[config.mk]
export PLATFORM = sky130hd
export DESIGN_NAME = ta_cap_sched
export DESIGN_NICKNAME = d
export VERILOG_FILES = /design/src/rtl/ta_cap_sched.sv
export SDC_FILE = /design/constraint.sdc
export NUM_CORES = 1
export LEC_CHECK = 0
export ABC_AREA = 0
export CORE_ASPECT_RATIO = 0.6
export CORE_UTILIZATION = 56
export CTS_CLUSTER_SIZE = 25
export DETAILED_ROUTE_END_ITERATION = 10
export HOLD_SLACK_MARGIN = 0.12
export PLACE_DENSITY = 0.8
export REMOVE_ABC_BUFFERS = 1
export SKIP_CTS_REPAIR_TIMING = 1
export SLEW_MARGIN = 20
export SYNTH_ARGS = -nofsm -noshare
export SYNTH_HDL_FRONTEND = slang
export SYNTH_SLANG_ARGS = --single-unit
[constraint.sdc]
create_clock -name clk50 -period 2.35 [get_ports clk50]
set_clock_uncertainty 0.05 [all_clocks]
set_input_delay 0.47 -clock clk50 [delete_from_list [all_inputs] [get_ports clk50]]
set_output_delay 0.47 -clock clk50 [all_outputs]
set_load 0.005 [all_outputs]
[src/rtl/ta_cap_sched.sv]
// ta_cap_sched: frame-level capture trigger scheduler for the clk50 domain.
// Steps cap_phase through every phase of each frame, one trigger per phase,
// waits for the capture-ready handshake, inserts a settle gap between
// triggers and supervises each wait with a timeout.
module ta_cap_sched #(
    parameter int unsigned CAP0_1  = 2,
    parameter int unsigned FRM_W   = 16,
    parameter int unsigned GAP_CYC = 16,
    parameter int unsigned TMO_CYC = 500000,
    parameter int unsigned TMO_W   = 20
) (
    input  logic              clk50,
    input  logic              rst,
    input  logic              start,
    input  logic              stop,
    input  logic [FRM_W-1:0]  frame_num,
    output logic              cap_trig,
    input  logic              capr_rdy,
    output logic [CAP0_1-1:0] cap_phase,
    output logic              busy,
    output logic              done,
    output logic              aborted,
    output logic              tmo_err,
    output logic [FRM_W-1:0]  frm_cnt
);

    localparam int unsigned GAP_W = (GAP_CYC > 1) ? $clog2(GAP_CYC) : 1;

    localparam logic [CAP0_1-1:0] PH_LAST  = '1;
    localparam logic [TMO_W-1:0]  TMO_LAST = TMO_W'(TMO_CYC - 1);
    localparam logic [GAP_W-1:0]  GAP_LAST = GAP_W'(GAP_CYC - 1);

    typedef enum logic [2:0] {
        S_IDLE = 3'd0,
        S_TRIG = 3'd1,
        S_WAIT = 3'd2,
        S_GAP  = 3'd3,
        S_DONE = 3'd4
    } state_t;

    state_t              state_q, state_d;
    logic [FRM_W-1:0]    frm_num_q, frm_num_d;
    logic [FRM_W-1:0]    frm_cnt_q, frm_cnt_d;
    logic [CAP0_1-1:0]   phase_q, phase_d;
    logic [TMO_W-1:0]    tmo_q, tmo_d;
    logic [GAP_W-1:0]    gap_q, gap_d;
    logic                stop_pend_q, stop_pend_d;
    logic                aborted_q, aborted_d;
    logic                tmo_err_q, tmo_err_d;
    logic                cap_trig_q, cap_trig_d;
    logic                busy_q, busy_d;
    logic                done_q, done_d;

    // Next-state, counters and sticky flags; outputs follow the next state.
    always_comb begin
        state_d     = state_q;
        frm_num_d   = frm_num_q;
        frm_cnt_d   = frm_cnt_q;
        phase_d     = phase_q;
        tmo_d       = tmo_q;
        gap_d       = gap_q;
        stop_pend_d = stop_pend_q;
        aborted_d   = aborted_q;
        tmo_err_d   = tmo_err_q;

        case (state_q)
            S_IDLE: begin
                if (start) begin
                    aborted_d   = 1'b0;
                    tmo_err_d   = 1'b0;
                    stop_pend_d = 1'b0;
                    if (frame_num != '0) begin
                        frm_num_d = frame_num;
                        frm_cnt_d = '0;
                        phase_d   = '0;
                        state_d   = S_TRIG;
                    end else begin
                        state_d = S_DONE;
                    end
                end
            end

            S_TRIG: begin
                tmo_d = '0;
                if (stop) begin
                    stop_pend_d = 1'b1;
                end
                state_d = S_WAIT;
            end

            S_WAIT: begin
                // A stop here is remembered but the handshake still completes.
                if (stop) begin
                    stop_pend_d = 1'b1;
                end
                if (capr_rdy) begin
                    gap_d   = '0;
                    state_d = S_GAP;
                end else if (tmo_q == TMO_LAST) begin
                    tmo_err_d = 1'b1;
                    aborted_d = 1'b1;
                    state_d   = S_DONE;
                end else begin
                    tmo_d = tmo_q + TMO_W'(1);
                end
            end

            S_GAP: begin
                if (stop) begin
                    stop_pend_d = 1'b1;
                end
                if (gap_q == GAP_LAST) begin
                    // Position advances even when the run is being aborted.
                    phase_d = phase_q + CAP0_1'(1);
                    if (phase_q == PH_LAST) begin
                        frm_cnt_d = frm_cnt_q + FRM_W'(1);
                    end
                    if (stop_pend_q || stop) begin
                        aborted_d = 1'b1;
                        state_d   = S_DONE;
                    end else if (frm_cnt_d == frm_num_q) begin
                        state_d = S_DONE;
                    end else begin
                        state_d = S_TRIG;
                    end
                end else begin
                    gap_d = gap_q + GAP_W'(1);
                end
            end

            S_DONE: begin
                stop_pend_d = 1'b0;
                state_d     = S_IDLE;
            end

            default: begin
                state_d = S_IDLE;
            end
        endcase

        cap_trig_d = (state_d == S_TRIG);
        busy_d     = (state_d != S_IDLE);
        done_d     = (state_d == S_DONE);
    end

    // State and output registers.
    always_ff @(posedge clk50 or posedge rst) begin
        if (rst) begin
            state_q     <= S_IDLE;
            frm_num_q   <= '0;
            frm_cnt_q   <= '0;
            phase_q     <= '0;
            tmo_q       <= '0;
            gap_q       <= '0;
            stop_pend_q <= 1'b0;
            aborted_q   <= 1'b0;
            tmo_err_q   <= 1'b0;
            cap_trig_q  <= 1'b0;
            busy_q      <= 1'b0;
            done_q      <= 1'b0;
        end else begin
            state_q     <= state_d;
            frm_num_q   <= frm_num_d;
            frm_cnt_q   <= frm_cnt_d;
            phase_q     <= phase_d;
            tmo_q       <= tmo_d;
            gap_q       <= gap_d;
            stop_pend_q <= stop_pend_d;
            aborted_q   <= aborted_d;
            tmo_err_q   <= tmo_err_d;
            cap_trig_q  <= cap_trig_d;
            busy_q      <= busy_d;
            done_q      <= done_d;
        end
    end

    assign cap_trig  = cap_trig_q;
    assign cap_phase = phase_q;
    assign busy      = busy_q;
    assign done      = done_q;
    assign aborted   = aborted_q;
    assign tmo_err   = tmo_err_q;
    assign frm_cnt   = frm_cnt_q;

endmodule

==> results.ini <==
[power_and_ir_drop]
p_seq_frac=0.348
leakage_nw=2.135
switchingPower_mw=1.995
p_int_mw=3.404
combPwrFrac=0.418
switching_share=0.3695
clockPowerShare=0.234
ir_drop_v=0.0007239
power_density_nw_per_um2=1077

[placed_design]
hpwl_mm=7.507
gp_routability_congestion=0.8732
port_buffers=43
placed_cell_area_sq_um=4672

[sta]
max_freq_mhz=431.9
relSlewSlack=0.6370
hold_viol_final=0
final.period_utilization=0.9853
setup_viol=0
tightestPinTransition_ns=0.5412
rsz0062_at_grt=yes
min_period_ns=2.315
slew_violations=0

[clock_network]
clkTransAtPathRegs_ns=0.06
cts_root_buf=clkbuf_16
cts.path.max_buffers=2
cts_tree=built
clk_latency_ns=0.34
clock-sinks=67
cts_buffers=9
cts_max_level=3

[drt]
vias_per_cell=6.192
wl_mm=10.55
drt_first_pass_iters=6
first_iter_violations=279
drc_errors=0
wl_per_cell_microns=18.41
drt.antenna.violating_nets=0
dr_total_vias=3548

[layout]
finalNetCount=509
syn_to_final_growth_pct=30.27
insertedDiodeCount=0
final_cell_area_sq_um=5014
layout-drive-gt1-share=0.1718
final_util=0.7885

[flow_run]
maxCapViolCount=0

[global_route]
track_usage=0.3270
grt_pass1_vias=3575
grt_pass1_wl_mm=17.58
grt_max_degree=53
gr-total-overflow=0
antenna_found_initial=0

[critical_path]
cp-end-kind=flip-flop
critical_path_required_ns=2.52
cp.arrival_ns=2.48
crit_type=reg2reg
startpoint_type=flip-flop
cp_max_fo=5
r2r_start=tmo_q[0]$_DFFE_PP0P_
crit_path_start=tmo_q[0]$_DFFE_PP0P_

[synth]
synthCells=403
syn_area_sq_um=3849
synth-edff-count=0
synthesis.yosys.warnings=0
ys_seq_area_frac=0.4356
synth_top_cell_by_area=dfrtp_1
synth_top_area_frac=0.4356
ys_ff_latch=67
syn_avg_cell_area_sq_um=9.550
ys_top_cells_by_area=dfrtp_1, xnor2_1, mux2_1
synth.distinct_cells=56
async_flop_share=1.000
synth-main-ff-cell=dfrtp_1

[floorplan]
ioPinCount=44
die_x_microns=109.0
rows=22
initial_utilization=0.6053
die_area_sq_um=7219
fp.dieH_microns=66.22
coreArea_sq_um=6359

[outcome]
status=finished clean

[worst_hold_path]
hp-class=in2async

cells in the mapped netlist (3+ instances only):
master     number
clkbuf_1        9
xnor2_1        27
a31o_1          4
a211o_1         3
xor2_1          8
and2_1          4
nor4_1          5
nor2_1         33
a211oi_1        5
nand4_1        15
nand2b_1        4
nand2_1        30
a2111oi_0       6
o211ai_1        3
mux2_1         16
and3_1          7
o31ai_1         9
or3_1           3
nand3_1        20
ha_1            4
nor3_1          5
buf_2          13
nor3b_1         4
o21ai_0         8
o21ai_1        25
and4_1          6
a21oi_1        13
o22ai_1         3
nor2b_1         6
a31oi_1         3
inv_1           7
dfrtp_1        67
power by group through the flow:
| stage | Clock [mW] | Sequential, mW | Combinational (mW) |
|---|---|---|---|
| floorplan | 0 | 1.95 | 1.14 |
| global placement | 0 | 1.84 | 2.08 |
| detailed placement | 0 | 1.87 | 2.16 |
| CTS | 1.27 | 1.86 | 2.20 |
| global route | 1.32 | 1.92 | 2.47 |
| finish | 1.26 | 1.88 | 2.26 |
flip-flops by register name (all words and copies together) (netlist names), 2 cells and up:
| register | flops |
|---|---|
| state_q | 3 |
| frm_cnt | 16 |
| frm_num_q | 16 |
| cap_phase | 2 |
| gap_q | 4 |
| tmo_q | 20 |
worst max-delay path, stage by stage, from the launching register on:
cell and delay, ns:
dfrtp_1 0.35, ha_1 0.21, and4_1 0.29, buf_4 0.14
nand4_1 0.11, or2_1 0.31, a2111oi_1 0.40, buf_4 0.18
xnor2_1 0.10, nor2_1 0.06
path summary, 6_finish.rpt:
| path | endpoint | slack [ns] | depth (start not counted) |
|---|---|---|---|
| worst max-delay path | tmo_q[12]$_DFFE_PP0P_ | 0.03 | 9 |
| worst min register to register | frm_num_q[14]$_DFFE_PP0P_ | 0.47 | 1 |
| worst max register to register | tmo_q[12]$_DFFE_PP0P_ | 0.03 | 9 |
| min in group clk50 | frm_num_q[14]$_DFFE_PP0P_ | 0.47 | 1 |
| max in group asynchronous | frm_num_q[0]$_DFFE_PP0P_ | 1.27 | 3 |
| worst min-delay path | tmo_q[5]$_DFFE_PP0P_ | 0.39 | 2 |
routing by layer:
metal	vias to the layer above	global-route usage	part of all wire
met4	0	0.1014	0.016
li1	1642	-	-
met3	23	0.1025	0.092
met2	160	0.4788	0.42
met1	1723	0.4591	0.47
met5	-	0	0
cell families (layout without fill, tap and decap cells):
logic type / Yosys count / count (layout) / share of synthesized area
simple gates: 154 / 154 / 0.2204
compound gates: 91 / 91 / 0.1551
flops: 67 / 67 / 0.4356
xor+xnor: 35 / 35 / 0.07965
buf+inv: 33 / 119 / 0.04129
mux: 19 / 19 / 0.05494
fa+ha+maj: 4 / 4 / 0.01300
metrics by stage:
stage / instances / total power [mW] / setup WS [ns] / hold slack (ns) / TNS, ns
4_1_cts: 571 / 5.334 / -0.06528 / 0.4031 / -0.1705
5_1_grt: 573 / 5.705 / -0.1030 / 0.4323 / -0.5765
3_5_place_dp: 555 / 4.037 / -0.1212 / 0.4566 / -3.054
6_report: 573 / 5.398 / 0.03460 / 0.3878 / 0
3_3_place_gp: 555 / 3.926 / -0.09223 / 0.4429 / -1.008
2_1_floorplan: 377 / 3.087 / -0.1146 / 0.4145 / -1.586
cells in the final DEF (no fill, tap or decap), types with 6 or more instances in the layout:
cell | netlist | routed
dfrtp_1 | 67 | 67
buf_4 | 1 | 50
clkdlybuf4s50_1 | 0 | 43
nor2_1 | 33 | 33
nand2_1 | 30 | 30
xnor2_1 | 27 | 27
o21ai_1 | 25 | 24
nand3_1 | 20 | 20
mux2_1 | 16 | 16
nand4_1 | 15 | 15
a21oi_1 | 13 | 13
o31ai_1 | 9 | 9
clkbuf_16 | 0 | 9
o21ai_0 | 8 | 8
xor2_1 | 8 | 8
and3_1 | 7 | 7
nor2b_1 | 6 | 6
inv_1 | 7 | 6
area by class of cell:
class | count | area [sq um]
fill | 429 | 1345
multi-input combinational | 303 | 2058
sequential | 67 | 1677
tap | 84 | 105.1
clock inverter | 4 | 25.02
inverter | 7 | 26.28
clock buffer | 12 | 256.5
timing repair buffer | 96 | 865.8
(Power assumes the default switching activity.)
==> RTL edit 1, RTL diff (config.mk and constraints unchanged) <==
`TMO_W`: 20 -> 24.
--- a/src/rtl/ta_cap_sched.sv
+++ b/src/rtl/ta_cap_sched.sv
@@ -7,7 +7,7 @@
     parameter int unsigned FRM_W   = 16,
     parameter int unsigned GAP_CYC = 16,
     parameter int unsigned TMO_CYC = 500000,
-    parameter int unsigned TMO_W   = 20
+    parameter int unsigned TMO_W   = 24
 ) (
     input  logic              clk50,
     input  logic              rst,
Check against the original RTL: no difference found for any inputs over 10 cycles, from zero or initial values and one cycle with rst high; that may be too few to reach the edited logic, so the function may still have changed.
==> RTL edit 1 against the original RTL <==
- wire length down 1.4%
- synthesized area up 0.20%
- utilization down 0.12 points
- sequential cell count up 4
- power down 8.5%
- final area up 0.27%
- largest cell class unchanged
- global-route usage down 2.1 points
- worst setup slack worse by 0.15 ns
- the flow now finishes with violations (setup timing)
- first-iteration DRC count up 23%
- combinational power down 19%
==> RTL edit 1: results (changes against the original RTL) <==
Run status
  – Status: finished with violations
  – Failing checks: setup timing

Worst setup path
  – CP max FO: 4 (-1)
  – WP data arrival: 2.61 ns (+0.13 ns)
  – Slowest CP cell: dfrtp_1
  – FF-to-FF End: busy
  – CP delay by family, top: compound AO/OA/AOI/OAI gates
  – Worst Setup SP: frm_cnt[1]

Synth
  – Netlist cell types: 53 (-5.4%)
  – Compound-Gate Fraction of Synth Area: 0.125 (-0.0298)
  – Mux cell area share after synthesis: 0.0522 (-0.00270)
  – Xor/xnor share of the synthesized area: 0.0954 (+0.0157)
  – Seq/Total Area, Yosys: 0.461 (+0.0251)
  – Avg Cell Area, Syn: 9.57 sq um (+0.20%)
  – Synth top area cells: dfrtp_1 46%, xor2_1 5.7%, mux2_2 5.0%
  – Post-synth top cells: 71 x dfrtp_1, 43 x nor2_1, 39 x nand2_1

Power and ir drop
  – Peak supply drop: 0.572 mV (-21%)
  – Leak pwr: 2.12 nW (-0.50%)
  – Switching Fraction: 0.346 (-0.0231)
  – Clock share of power: 0.250 (+0.016)
  – Pwr Total: 4.94 mW (-8.5%)

Detailed routing
  – DRT Pass-1 Iters: 5 (-1)
  – Met3 WL: 850 microns (-12%)
  – Via density per instance: 6.08 (-1.8%)
  – Routed via count: 3,503 (-1.3%)
  – WL met1: 4860 microns (-2.1%)
  – Metal2 WL: 4570 microns (+2.9%)
  – Initial drt markers: 344 (+23%)

Layout
  – Fraction of layout cells with a size suffix above 1: 0.201 (+0.0294)
  – Max reg flops: 24 (+20%)
  – Final nets: 514 (+0.98%)
  – Fillers: 400 (-6.8%)

Timing
  – Setup tns final: -0.240 ns (-0.240 ns)
  – Final Worst Setup Slack: -0.111 ns (-0.146 ns)
  – Setup violations, final: 4 (+4)

GRT
  – Largest net degree at the start of global routing: 49 (-7.5%)
  – Met2 GRT Util: 0.446 (-0.0330)
  – GRT Overall Usage: 0.306 (-0.0210)
  – First-pass GRT wire length: 16,600 microns (-5.7%)

Placed design
  – Gp weighted congestion: 0.929 (+6.4%)
  – Post-Place Cells: 556 (+0.18%)
  – HPWL Detailed: 7350 microns (-2.1%)
  – Post-DP Area: 0.00465 sq mm (-0.40%)
  – Dpl ws: -0.176 ns (-0.0547 ns)
==> RTL edit 1: cell count changes after synthesis, moves of 5 or more <==
cell,unedited run,this run
o21ai_1,25,1
a211oi_1,5,0
a2111oi_0,6,0
o21ai_0,8,35
mux2_1,16,0
nor4_1,5,11
xnor2_1,27,17
nor2_1,33,43
xor2_1,8,25
nand2_1,30,39
buf_2,13,3
mux2_2,1,17
==> RTL edit 1: area by class of cell <==
cell class | instances | area share
clock buffer | 13 | 0.0518
clock inverter | 1 | 0.000996
inverter | 6 | 0.00448
multi-input combinational | 310 | 0.405
sequential | 71 | 0.353
tap | 84 | 0.0209
timing repair buffer | 91 | 0.164
==> RTL edit 1: worst register-to-register path: stages, from the launching register on <==
cell and delay, ns:
dfrtp_1 0.41, ha_2 0.25, nand4_1 0.23, buf_4 0.23, xnor2_1 0.14, nand3_1 0.14
a2111oi_4 0.31, o2111ai_2 0.25, o21ai_2 0.21, nand4b_1 0.10
==> RTL edit 2, RTL diff (config.mk and constraints unchanged) <==
Made on the original files. Make the reset (`rst`) synchronous in one clocked block.
--- a/src/rtl/ta_cap_sched.sv
+++ b/src/rtl/ta_cap_sched.sv
@@ -144,7 +144,7 @@
     end
 
     // State and output registers.
-    always_ff @(posedge clk50 or posedge rst) begin
+    always_ff @(posedge clk50) begin
         if (rst) begin
             state_q     <= S_IDLE;
             frm_num_q   <= '0;
Formal check against the unedited RTL: differs if rst is asserted again (counterexample within 4 cycles, from zero or initial values and one cycle with rst high); with rst held inactive, the same outputs for 10 cycles.
==> RTL edit 2 against the original RTL <==
- the run now ends with setup timing left
- wire length is 3.1% higher
- synthesized cell count is 16% higher
- final area is 2.8% lower
- sequential cell count stayed put
- synthesized area is 4.9% lower
- worst setup slack worse by 0.12 ns
- final cell count is 12% higher
- largest cell class unchanged
Power is not compared: it rests on default switching activity, and its combinational part moved more than twofold at a synthesized area within 25%.
==> RTL edit 2: results (changes against the original RTL) <==
GRT
  – Largest net degree at the start of global routing: 27 (-49%)
  – Met2 GRT Util: 0.479 (about the same)
  – Met1 Use GR: 0.459 (about the same)
  – Vias in the first global route: 3,646 (+2.0%)
  – Global Route met3 Usage: 0.0724 (-0.0300)
  – First-pass GRT wire length: 17,300 microns (-1.8%)

Detailed routing
  – Via density per instance: 6.19 (about the same)
  – Wirelength, routed: 10,900 microns (+3.1%)
  – Initial drt markers: 340 (+22%)
  – DRT Pass-1 Iters: 5 (-1)

Synth
  – Post-synth top cells: 67 x dfxtp_1, 52 x nor2_1, 46 x a21oi_1
  – Synth Instances: 467 (+16%)
  – Synth top area cells: dfxtp_1 37%, xnor2_1 6.9%, a21oi_1 6.3%
  – Seq/Total Area, Yosys: 0.366 (-0.0691)
  – Main synth FF type: dfxtp_1
  – Ys async rst share: 0 (-1.00)

Worst setup path
  – WP data arrival: 2.67 ns (+0.19 ns)
  – Crit-path max cell delay: 0.50 ns (+0.10 ns)
  – CP max FO: 7 (+2)

Clocking
  – Worst-path clk slew: 0.08 ns (+0.02 ns)
  – CTS root buf: clkbuf_8

Run status
  – Status: finished with violations
  – Failing checks: setup timing

Layout
  – Post-layout util: 0.783 (-0.00508)
  – Commonest non-fill, non-tap cell in the layout: dfxtp_1
  – Fillers: 462 (+7.7%)
  – Final nets: 578 (+14%)
  – Fraction of layout cells with a size suffix above 1: 0.203 (+0.0307)

Timing
  – Final Worst Setup Slack: -0.0871 ns (-0.122 ns)
  – Setup violations, final: 4 (+4)

Placed design
  – HPWL Detailed: 7600 microns (+1.2%)
-- RTL edit 2: cell count changes after synthesis, moves of 8 or more --
| cell | change |
|---|---|
| nor3_1 | +14 |
| buf_2 | -9 |
| a21oi_1 | +33 |
| nand3_1 | +15 |
| nor2_1 | +19 |
| dfxtp_1 | +67 |
| mux2_1 | -16 |
| o21ai_0 | +15 |
| dfrtp_1 | -67 |
| clkbuf_1 | +12 |
| o21ai_1 | -23 |
| nand2_1 | +12 |
| o31ai_1 | -8 |
-- RTL edit 2: logic make-up (layout without fill, tap and decap cells) --
group,after synthesis,count (layout),share of synthesized area
xor gates and xnor gates,37,37,0.0885
buffers and inverters,39,130,0.0465
DFF,67,67,0.366
muxes,1,1,0.00274
adders and majority gates,4,4,0.0137
AOI/OAI and AO/OA,99,99,0.162
and+or+nand+nor,220,220,0.320
-- RTL edit 2: worst paths after layout --
path                 from      endpoint  slack (ns)  cells after the start
max          cap_phase[0]          busy       -0.09                      8
max reg2reg  cap_phase[0]          busy       -0.09                      8
min reg2reg  frm_num_q[2]  frm_num_q[2]        0.43                      2
min                   rst      tmo_q[0]        0.35                      2
-- RTL edit 2: layout make-up --
type	instances	share of cell area
repair buffers	105	0.186
well taps	84	0.0216
multi-input cells	361	0.462
flip-flops and latches	67	0.277
inverters	9	0.00693
clock inverters	6	0.0180
clock buffers	10	0.0282
-- RTL edit 2: power by group --
part	total (mW)	switching, mW	internal [mW]
Sequential	1.24	0.0523	1.19
Clock	1.11	0.482	0.628
Combinational	0.553	0.307	0.246
-- RTL edit 2: per-layer routing --
metal,vias up,part of all wire
met3,26,0.091
met5,-,0.0033
li1,1845,-
met1,1874,0.46
met4,2,0.015
met2,229,0.43
